## config.mk

```make
export PLATFORM = sky130hd
export DESIGN_NAME = cubehash_ctrl
export DESIGN_NICKNAME = d
export VERILOG_FILES = /design/src/rtl/cubehash_pkg.sv /design/src/rtl/cubehash_round_cnt.sv /design/src/rtl/cubehash_ctrl.sv
export SDC_FILE = /design/constraint.sdc
export NUM_CORES = 1
export LEC_CHECK = 0
export CORE_AREA = 3 3 210 212
export DETAILED_ROUTE_END_ITERATION = 10
export DIE_AREA = 0 0 213 215
export GPL_TIMING_DRIVEN = 0
export HOLD_SLACK_MARGIN = 0.06
export SYNTH_ARGS = -nofsm -noshare
export SYNTH_HDL_FRONTEND = slang
export SYNTH_SLANG_ARGS = --single-unit
```

## constraint.sdc

```tcl
create_clock -name clk -period 2.14 [get_ports clk]
set_input_delay 0.428 -clock clk [delete_from_list [all_inputs] [get_ports clk]]
set_output_delay 0.428 -clock clk [all_outputs]
set_load 0.005 [all_outputs]
```

## src/rtl/cubehash_pkg.sv

```systemverilog
// cubehash_pkg -- shared definitions for the CubeHash control slice.
//   BLK_W / STATE_W : message block and permutation state widths
//   DEF_ROUNDS / DEF_FIN_ROUNDS : default round counts
//   state_t + ST_* : controller FSM encoding
//   max2()         : helper for sizing the round counter
package cubehash_pkg;

  localparam int BLK_W          = 256;
  localparam int STATE_W        = 1024;
  localparam int DEF_ROUNDS     = 16;
  localparam int DEF_FIN_ROUNDS = 160;

  typedef logic [2:0] state_t;
  localparam state_t ST_PRIME = 3'd0;
  localparam state_t ST_WAIT  = 3'd1;
  localparam state_t ST_ROUND = 3'd2;
  localparam state_t ST_FINAL = 3'd3;
  localparam state_t ST_OUT   = 3'd4;

  function automatic int max2(input int a, input int b);
    return (a > b) ? a : b;
  endfunction

endpackage

```

## src/rtl/cubehash_round_cnt.sv

```systemverilog
// cubehash_round_cnt -- loadable down counter for round sequencing.
//   clk, rst_n    : clock, async active-low reset (count -> 0)
//   load_i        : load load_val_i (wins over en_i)
//   load_val_i    : value loaded
//   en_i          : decrement, stops at zero
//   cnt_o         : current count
//   tc_o          : terminal count (count == 0)
module cubehash_round_cnt #(
  parameter int W = 8
) (
  input  logic         clk,
  input  logic         rst_n,
  input  logic         load_i,
  input  logic [W-1:0] load_val_i,
  input  logic         en_i,
  output logic [W-1:0] cnt_o,
  output logic         tc_o
);

  logic [W-1:0] cnt_q;

  always_ff @(posedge clk or negedge rst_n) begin
    if (!rst_n)                   cnt_q <= '0;
    else if (load_i)              cnt_q <= load_val_i;
    else if (en_i && cnt_q != '0) cnt_q <= cnt_q - 1'b1;
  end

  assign cnt_o = cnt_q;
  assign tc_o  = (cnt_q == '0);

endmodule

```

## src/rtl/cubehash_ctrl.sv

```systemverilog
// cubehash_ctrl -- sequencing FSM for a CubeHash datapath.
//   clk, rst_n      : clock, async active-low reset
//   blk_valid/blk_ready/blk_last/msg_in : message block handshake
//   hold            : freezes the FSM and the datapath
//   msg, done, xor_fin, out_en, start1, in_en, stop_process : datapath controls
//   hash_valid      : one-cycle pulse after the hash register is loaded
//   blk_cnt         : blocks accepted in the current message
// Optional macro CUBEHASH_CTRL_STAT_EN enables the blk_cnt counter; without
// it blk_cnt reads 0.
// ROUNDS must be >= 2: a non-last block gets ROUNDS-1 ROUND cycles because the
// accepting WAIT_BLK cycle already runs one round.
module cubehash_ctrl
  import cubehash_pkg::*;
#(
  parameter int ROUNDS     = DEF_ROUNDS,
  parameter int FIN_ROUNDS = DEF_FIN_ROUNDS
) (
  input  logic             clk,
  input  logic             rst_n,
  input  logic             blk_valid,
  input  logic             blk_last,
  input  logic [BLK_W-1:0] msg_in,
  input  logic             hold,
  output logic             blk_ready,
  output logic [BLK_W-1:0] msg,
  output logic             done,
  output logic             xor_fin,
  output logic             out_en,
  output logic             start1,
  output logic             in_en,
  output logic             stop_process,
  output logic             hash_valid,
  output logic [15:0]      blk_cnt
);

  localparam int CW = $clog2(max2(ROUNDS, FIN_ROUNDS) + 1);

  state_t        state_q, state_d;
  logic          first_q, first_d;
  logic          last_q, last_d;
  logic          hv_q, hv_d;
  logic          cnt_load, cnt_en, cnt_tc;
  logic [CW-1:0] cnt_val, cnt;
  logic          adv, accept;

  assign adv    = ~hold;
  assign accept = (state_q == ST_WAIT) && blk_valid && adv;

  cubehash_round_cnt #(.W(CW)) u_cnt (
    .clk        (clk),
    .rst_n      (rst_n),
    .load_i     (cnt_load),
    .load_val_i (cnt_val),
    .en_i       (cnt_en),
    .cnt_o      (cnt),
    .tc_o       (cnt_tc)
  );

  always_comb begin
    state_d      = state_q;
    first_d      = first_q;
    last_d       = last_q;
    cnt_load     = 1'b0;
    cnt_val      = '0;
    cnt_en       = 1'b0;
    blk_ready    = 1'b0;
    msg          = '0;
    done         = 1'b0;
    xor_fin      = 1'b0;
    out_en       = 1'b0;
    start1       = 1'b0;
    in_en        = 1'b0;
    stop_process = 1'b1;
    case (state_q)
      ST_PRIME: begin
        in_en  = 1'b1;
        start1 = 1'b1;
        if (adv) begin
          state_d = ST_WAIT;
          first_d = 1'b1;
        end
      end
      ST_WAIT: begin
        blk_ready    = adv;
        in_en        = 1'b1;
        msg          = msg_in;
        done         = blk_valid & adv;
        stop_process = ~blk_valid | hold;
        start1       = first_q & ~blk_valid;
        if (accept) begin
          first_d  = 1'b0;
          last_d   = blk_last;
          cnt_load = 1'b1;
          cnt_val  = blk_last ? CW'(ROUNDS - 1) : CW'(ROUNDS - 2);
          state_d  = ST_ROUND;
        end
      end
      ST_ROUND: begin
        stop_process = hold;
        if (adv) begin
          if (!cnt_tc) cnt_en = 1'b1;
          else if (last_q) begin
            state_d  = ST_FINAL;
            cnt_load = 1'b1;
            cnt_val  = CW'(FIN_ROUNDS - 1);
          end else state_d = ST_WAIT;
        end
      end
      ST_FINAL: begin
        stop_process = hold;
        // Counter is frozen while held, so the first advancing cycle is
        // the one still sitting at the load value.
        xor_fin = adv && (cnt == CW'(FIN_ROUNDS - 1));
        if (adv) begin
          if (!cnt_tc) cnt_en = 1'b1;
          else         state_d = ST_OUT;
        end
      end
      ST_OUT: begin
        out_en = adv;
        if (adv) state_d = ST_PRIME;
      end
      default: state_d = ST_PRIME;
    endcase
  end

  assign hv_d = (state_q == ST_OUT) && adv;

  always_ff @(posedge clk or negedge rst_n) begin
    if (!rst_n) begin
      state_q <= ST_PRIME;
      first_q <= 1'b1;
      last_q  <= 1'b0;
      hv_q    <= 1'b0;
    end else begin
      state_q <= state_d;
      first_q <= first_d;
      last_q  <= last_d;
      hv_q    <= hv_d;
    end
  end

  assign hash_valid = hv_q;

`ifdef CUBEHASH_CTRL_STAT_EN
  logic [15:0] blk_cnt_q;
  always_ff @(posedge clk or negedge rst_n) begin
    if (!rst_n)                                        blk_cnt_q <= '0;
    else if (state_d == ST_PRIME && state_q != ST_PRIME) blk_cnt_q <= '0;
    else if (accept && blk_cnt_q != 16'hFFFF)          blk_cnt_q <= blk_cnt_q + 16'd1;
  end
  assign blk_cnt = blk_cnt_q;
`else
  assign blk_cnt = '0;
`endif

endmodule

```

Word level (Yosys, flattened, before mapping)
Cells that the tools add are included.
- bits in registers: 14
- output and inout port bits: 280
- logic and storage cells: 74
- bitwise gates (word level): 5
- eq/ne operators: 12
- reduce and logical (&&, ||, !) cells: 15
- muxes and demuxes: 36
- add/sub/neg operators: 1
- operators with widths (kind ; number):
    two-way mux 256 bit ; 1
    two-way mux 8 bit ; 5
    two-way mux 3 bit ; 7
    case mux 8 bit (2 select lines) ; 1
    two-way mux 1 bit ; 15
    case mux 3 bit (5 select lines) ; 1
    inequality test 2 bit (second input constant) ; 7
    == test 8 bit (second input constant) ; 1
    logical NOT 8 bit ; 1
    case mux 1 bit (2 select lines) ; 4
    nonzero test 8 bit ; 1
    subtractor 8 x 1 -> 8 bit (second input constant) ; 1
    AND reduction 7 bit ; 1
    == test 3 x 2 -> 1 bit (second input constant) ; 2
    logical AND 1 bit ; 5
    two-way mux 4 bit ; 1
    nonzero test 2 bit ; 2
    OR reduction 2 bit ; 2
    == test 3 x 1 -> 1 bit (second input constant) ; 1
    == test 3 bit (second input constant) ; 1
    logical NOT 3 bit ; 1
    AND reduction 3 bit ; 1
    bitwise AND 1 bit ; 2
    two-way mux 2 bit ; 1
    3 further kinds ; 4

Depth between registers and ports, before layout
- depth after elaboration: 7
- mapped depth: 6
- depth with buffers taken out: 6

Hierarchy
From an unflattened synthesis, not the netlist that was laid out.
- cell total of the unflattened synthesis: 440
- area total of the unflattened synthesis: 3062.9 sq um
- modules (own cells, without submodules) (module ; area each (sq um) ; cells an instance ; instances ; seq. area each (sq um)):
    cubehash_ctrl ; 2487.4 ; 372 ; 1 ; 151.4
    cubehash_round_cnt ; 575.6 ; 68 ; 1 ; 200.2

Worst setup path after synthesis
No wires, ideal clock.
- kind: flip-flop to output port
- start: register state_q[1]
- end: output msg[100]
- path slack: 0.297 ns
- required time: 1.712 ns
- cell stages (with the launch flop): 6
- data arrival time: 1.415 ns
- path buffers: 3
- path through: dfrtp_1 -> buf_4 -> nor3b_4 -> clkbuf_1 -> clkbuf_1 -> and2_1
- cells in the longest elaborated chain, start to end: 2
- ends and longest elaborated chain (item ; line ; source):
    start: declaration ; cubehash_ctrl.sv:38 ; state_t state_q, state_d;
    start signal: assignment ; cubehash_ctrl.sv:136 ; state_q <= state_d;
    == test 3 x 1 -> 1 bit ; cubehash_ctrl.sv:74 ; case (state_q)
    two-way mux 256 bit ; cubehash_ctrl.sv:74 ;
    end: declaration ; cubehash_ctrl.sv:25 ; output logic [BLK_W-1:0] msg,
No other way between the ends.

Final worst setup path
- start: register state_q[0]
- end: output msg[107]
Same word-level chain as after synthesis.

==> impl_metrics.env <==
export IMPL_synth_area_in_xor_xnor=0.0128
export IMPL_worst_setup_path_endpoint="msg[107]"
export IMPL_clk_root_buffer_cell="clkbuf_16"
export IMPL_worst_path_largest_cell_delay_ns=0.37
export IMPL_synthesis_area_per_instance_um2=6.90
export IMPL_fp_dieW_um=213
export IMPL_num_rows=75
export IMPL_layout_filler_cells=4630
export IMPL_cp_common_cell="buf_6"
export IMPL_pins_over_their_slew_limit=0
export IMPL_layout_area_seq_um2=352
export IMPL_flow_area_growth_from_synthesis_pct=244
export IMPL_place_congestion=0.957
export IMPL_synth_ff_latch_count=14
export IMPL_number_of_global_route_vias_before_repair=5171
export IMPL_achievable_frequency_mhz=400
export IMPL_period_minus_slack_ns=2.50
export IMPL_instances_no_fill=1527
export IMPL_crit_end_category="output pin"
export IMPL_reg2reg_slack_ns=0.03
export IMPL_grt_antenna_before_repair=8
export IMPL_crit_fanout=9
export IMPL_fp_coreArea_mm2=0.0421
export IMPL_worst_endpoint_arrival_ns=2.07
export IMPL_net_switching_power_mw=2.56
export IMPL_wl_per_cell_um=17.2
export IMPL_worst_slew_pin_transition_ns=0.652
export IMPL_total_power_mw=7.03
export IMPL_max_cap_violations=0
export IMPL_setup_viol_count_final=170
export IMPL_pwr_share_seq=0.075
export IMPL_seq_area_frac_synth=0.128
export IMPL_cts_hold_repair_buffers=0
export IMPL_clkSlewWorstSetupHoldPaths_ns=0.05
export IMPL_hold_path_class="flip-flop to flip-flop"
export IMPL_status="finished, violations left"
export IMPL_cpMaxStageDelayCell="dfrtp_1"
export IMPL_synth_top_family_by_area="simple AND/OR/NAND/NOR gates"
export IMPL_p_int_mw=4.47
export IMPL_synthMuxAreaShare=0.00823
export IMPL_post_route_drc_count=0
export IMPL_failed_checks="negative setup slack"
export IMPL_layout_core_utilization=0.223
export IMPL_power_static_leakage_nw=4.53
export IMPL_critical_path_class="flip-flop to output pin"
export IMPL_area_occupied_by_multi_input_gates_mm2=0.00231
export IMPL_detailedPlacementHpwl_mm=22.3
export IMPL_irDropWorstVdd_mv=0.496
export IMPL_post_synth_num_cell_types=39
export IMPL_cts_htree_levels=1
export IMPL_drt_pass1_iterations=4
export IMPL_crit_path_start_kind="flip-flop"
export IMPL_hold_worst_slack_ns=0.515
export IMPL_fp_dieArea_mm2=0.0458
export IMPL_dr_first_iter_drc_count=175
export IMPL_grt_util_all_layers=0.107
export IMPL_vias=4811
export IMPL_placed_cells_incl_taps=1475
export IMPL_unrepaired_setup_endpoints_after_global_routing="true"
export IMPL_grt_start_max_net_pins=15
export IMPL_cpLargestDelayFamily="buffers and inverters"
export IMPL_required_ns=1.71
export IMPL_effective_utilization_at_floorplan=0.0650
export IMPL_synthCells=397
export IMPL_cellPowerDensity_mw_per_mm2=748
export IMPL_cts_buffer_depth=2
export IMPL_rr_endpoint="u_cnt.cnt_o[0]"
export IMPL_setup_slack_ns=-0.360
export IMPL_numPortBuffers=524
export IMPL_worst_skew_pair_late_latency_ns=0.24
export IMPL_clock_tree_from_tritoncts="yes"
export IMPL_ant_nets=0
export IMPL_share_of_post_route_cells_with_drive_strength_above_1=0.318
export IMPL_grt_first_pass_wirelength_mm=36.6
export IMPL_synth_warnings=0
export IMPL_power_combinational_fraction=0.868
export IMPL_post_route_skew_ns=0.00135
export IMPL_post_synth_instance_area_mm2=0.00274
export IMPL_critical_path_cell_chain="buf_6, nor3b_4, buf_12, clkbuf_16, buf_6, clkbuf_16, buf_6, buf_4, and2_4, clkdlybuf4s15_2"
export IMPL_relSlewSlack=0.564
export IMPL_chipHeight_um=215
export IMPL_critical_path_cell_count=10
export IMPL_route_detailed_vias_per_inst=3.15
export IMPL_compound_gate_portion_of_the_synthesized_area=0.0521
export IMPL_fin_crit_sh=1.17
export IMPL_synth_simple_gate_area_frac=0.689
export IMPL_p_sw_frac=0.364
export IMPL_clock_sinks=14
export IMPL_finalWirelength_mm=26.2
export IMPL_number_of_buffer_and_inverter_instances_along_the_worst_setup_path=8
export IMPL_rr_startpoint="u_cnt.cnt_o[0]"
export IMPL_layout_commonest_cell="clkdlybuf4s50_1"
export IMPL_worst_setup_path_startpoint="state_q[0]"
export IMPL_finalSetupTns_ns=-29.30
export IMPL_layout_cells_most_common_list="305 x clkdlybuf4s50_1, 211 x and2_1, 77 x buf_2"
export IMPL_num_io_pins=541
export IMPL_hold_violations=0
export IMPL_overflow=0
export IMPL_worstRegToRegCells=6
export IMPL_cts_inserted_buffers=3
export IMPL_yosys_area_share_adder=0.00914
export IMPL_p_clk_frac=0.056
export IMPL_nNetsFinal=1250
-- synthesized netlist by cell type --
| master | number | share of area |
|---|---|---|
| conb_1 | 1 | 0.0014 |
| nor3b_1 | 3 | 0.0082 |
| a211o_1 | 2 | 0.0064 |
| and3_1 | 1 | 0.0023 |
| a21oi_1 | 3 | 0.0055 |
| a221o_1 | 1 | 0.0037 |
| nand2b_1 | 1 | 0.0023 |
| o21bai_1 | 1 | 0.0027 |
| xnor2_1 | 2 | 0.0064 |
| o21ai_0 | 4 | 0.0073 |
| buf_2 | 3 | 0.0055 |
| nor2b_1 | 5 | 0.011 |
| inv_1 | 4 | 0.0055 |
| mux2_2 | 2 | 0.0082 |
| o211ai_1 | 3 | 0.0082 |
| xor2_1 | 2 | 0.0064 |
| dfstp_2 | 1 | 0.0096 |
| and4_1 | 2 | 0.0064 |
| nand2_1 | 8 | 0.011 |
| clkbuf_1 | 28 | 0.038 |
| nand3_1 | 1 | 0.0018 |
| nor3_1 | 6 | 0.011 |
| or3b_2 | 1 | 0.0032 |
| dfrtp_1 | 13 | 0.12 |
| buf_4 | 18 | 0.049 |
| ha_1 | 2 | 0.0091 |
| nor2_1 | 6 | 0.0082 |
| a22o_1 | 1 | 0.0032 |
| a31oi_1 | 1 | 0.0023 |
| nand4_1 | 3 | 0.0069 |
| a32o_1 | 1 | 0.0037 |
| nor2_2 | 1 | 0.0023 |
| and2_1 | 258 | 0.59 |
| nor4_1 | 1 | 0.0023 |
| o211a_1 | 1 | 0.0037 |
| or4_4 | 1 | 0.0041 |
| a21o_1 | 2 | 0.0055 |
| nor3b_4 | 2 | 0.014 |
| nor4_2 | 1 | 0.0046 |
-- final cells by class --
class,instances,share of cell area
repair buffers,572,0.566
flip-flops and latches,14,0.0374
diodes,2,0.000532
clock buffers,4,0.00945
multi-input cells,345,0.246
well taps,539,0.0717
inverters,4,0.00160
plain buffers,47,0.0672
-- kinds of logic (layout without fill, tap and decap cells) --
| family | Yosys count | in the layout |
|---|---|---|
| XOR/XNOR | 4 | 4 |
| buffers and inverters | 53 | 627 |
| multiplexers | 2 | 2 |
| flip-flops | 14 | 14 |
| AND/OR/NAND/NOR | 301 | 301 |
| other | 1 | 18 |
| AO/OA/AOI/OAI | 20 | 20 |
| adder cells (fa/ha/maj) | 2 | 2 |
-- routing by layer --
| layer | vias to the layer above | routed length [um] | part of all wire | global-route usage |
|---|---|---|---|---|
| li1 | 2374 | - | - | - |
| met1 | 2213 | 10700 | 0.41 | 0.132 |
| met2 | 208 | 13900 | 0.53 | 0.195 |
| met3 | 16 | 1320 | 0.050 | 0.0168 |
| met4 | 0 | 331 | 0.013 | 0.0171 |
| met5 | - | 0 | 0 | 0 |
-- registers in the layout, summed over array words and instances, names as in the netlist --
name	count
first_q	1
hash_valid	1
last_q	1
state_q	3
u_cnt.cnt_o	8
-- worst min-delay path by stage --
| stage | endpoint | from | slack [ns] | depth (start not counted) |
|---|---|---|---|---|
| after floorplan | hash_valid | rst_n | 0.13 | 0 |
| after global placement | last_q | last_q | 0.50 | 1 |
| after detailed placement | last_q | last_q | 0.49 | 1 |
| after CTS | last_q | last_q | 0.51 | 1 |
| after global routing | last_q | last_q | 0.55 | 1 |
| final | last_q | last_q | 0.51 | 1 |
-- per-stage QoR --
stage | setup slack, ns | area [um2]
CTS | -0.438 | 9390
floorplan | 0.297 | 2790
finish | -0.360 | 9400
global route | -0.451 | 9400
detailed placement | -1.15 | 8710
global placement | -1.14 | 8710
-- worst register-to-register path, cell delays in order, from the launching register on --
cell and delay, ns:
dfrtp_1 0.44, inv_1 0.12, ha_1 0.26, or3b_2 0.53
o211ai_1 0.19, o21ai_0 0.14, a221o_1 0.30
-- power by group through the flow --
stage	sequential [mW]	clock, mW	combinational, mW
after floorplan	0.478	0	1.75
after global placement	0.508	0	5.02
after detailed placement	0.509	0	5.01
after CTS	0.513	0.403	6.04
after global routing	0.549	0.417	6.54
final	0.530	0.396	6.10
-- what timing repair did --
action,CTS,global route
cloned,8,1
pin swaps,26,2
resized for setup,635,200
setup endpoints to repair,262,267
buffers inserted,24,15
Power figures use the tool's default switching activity.
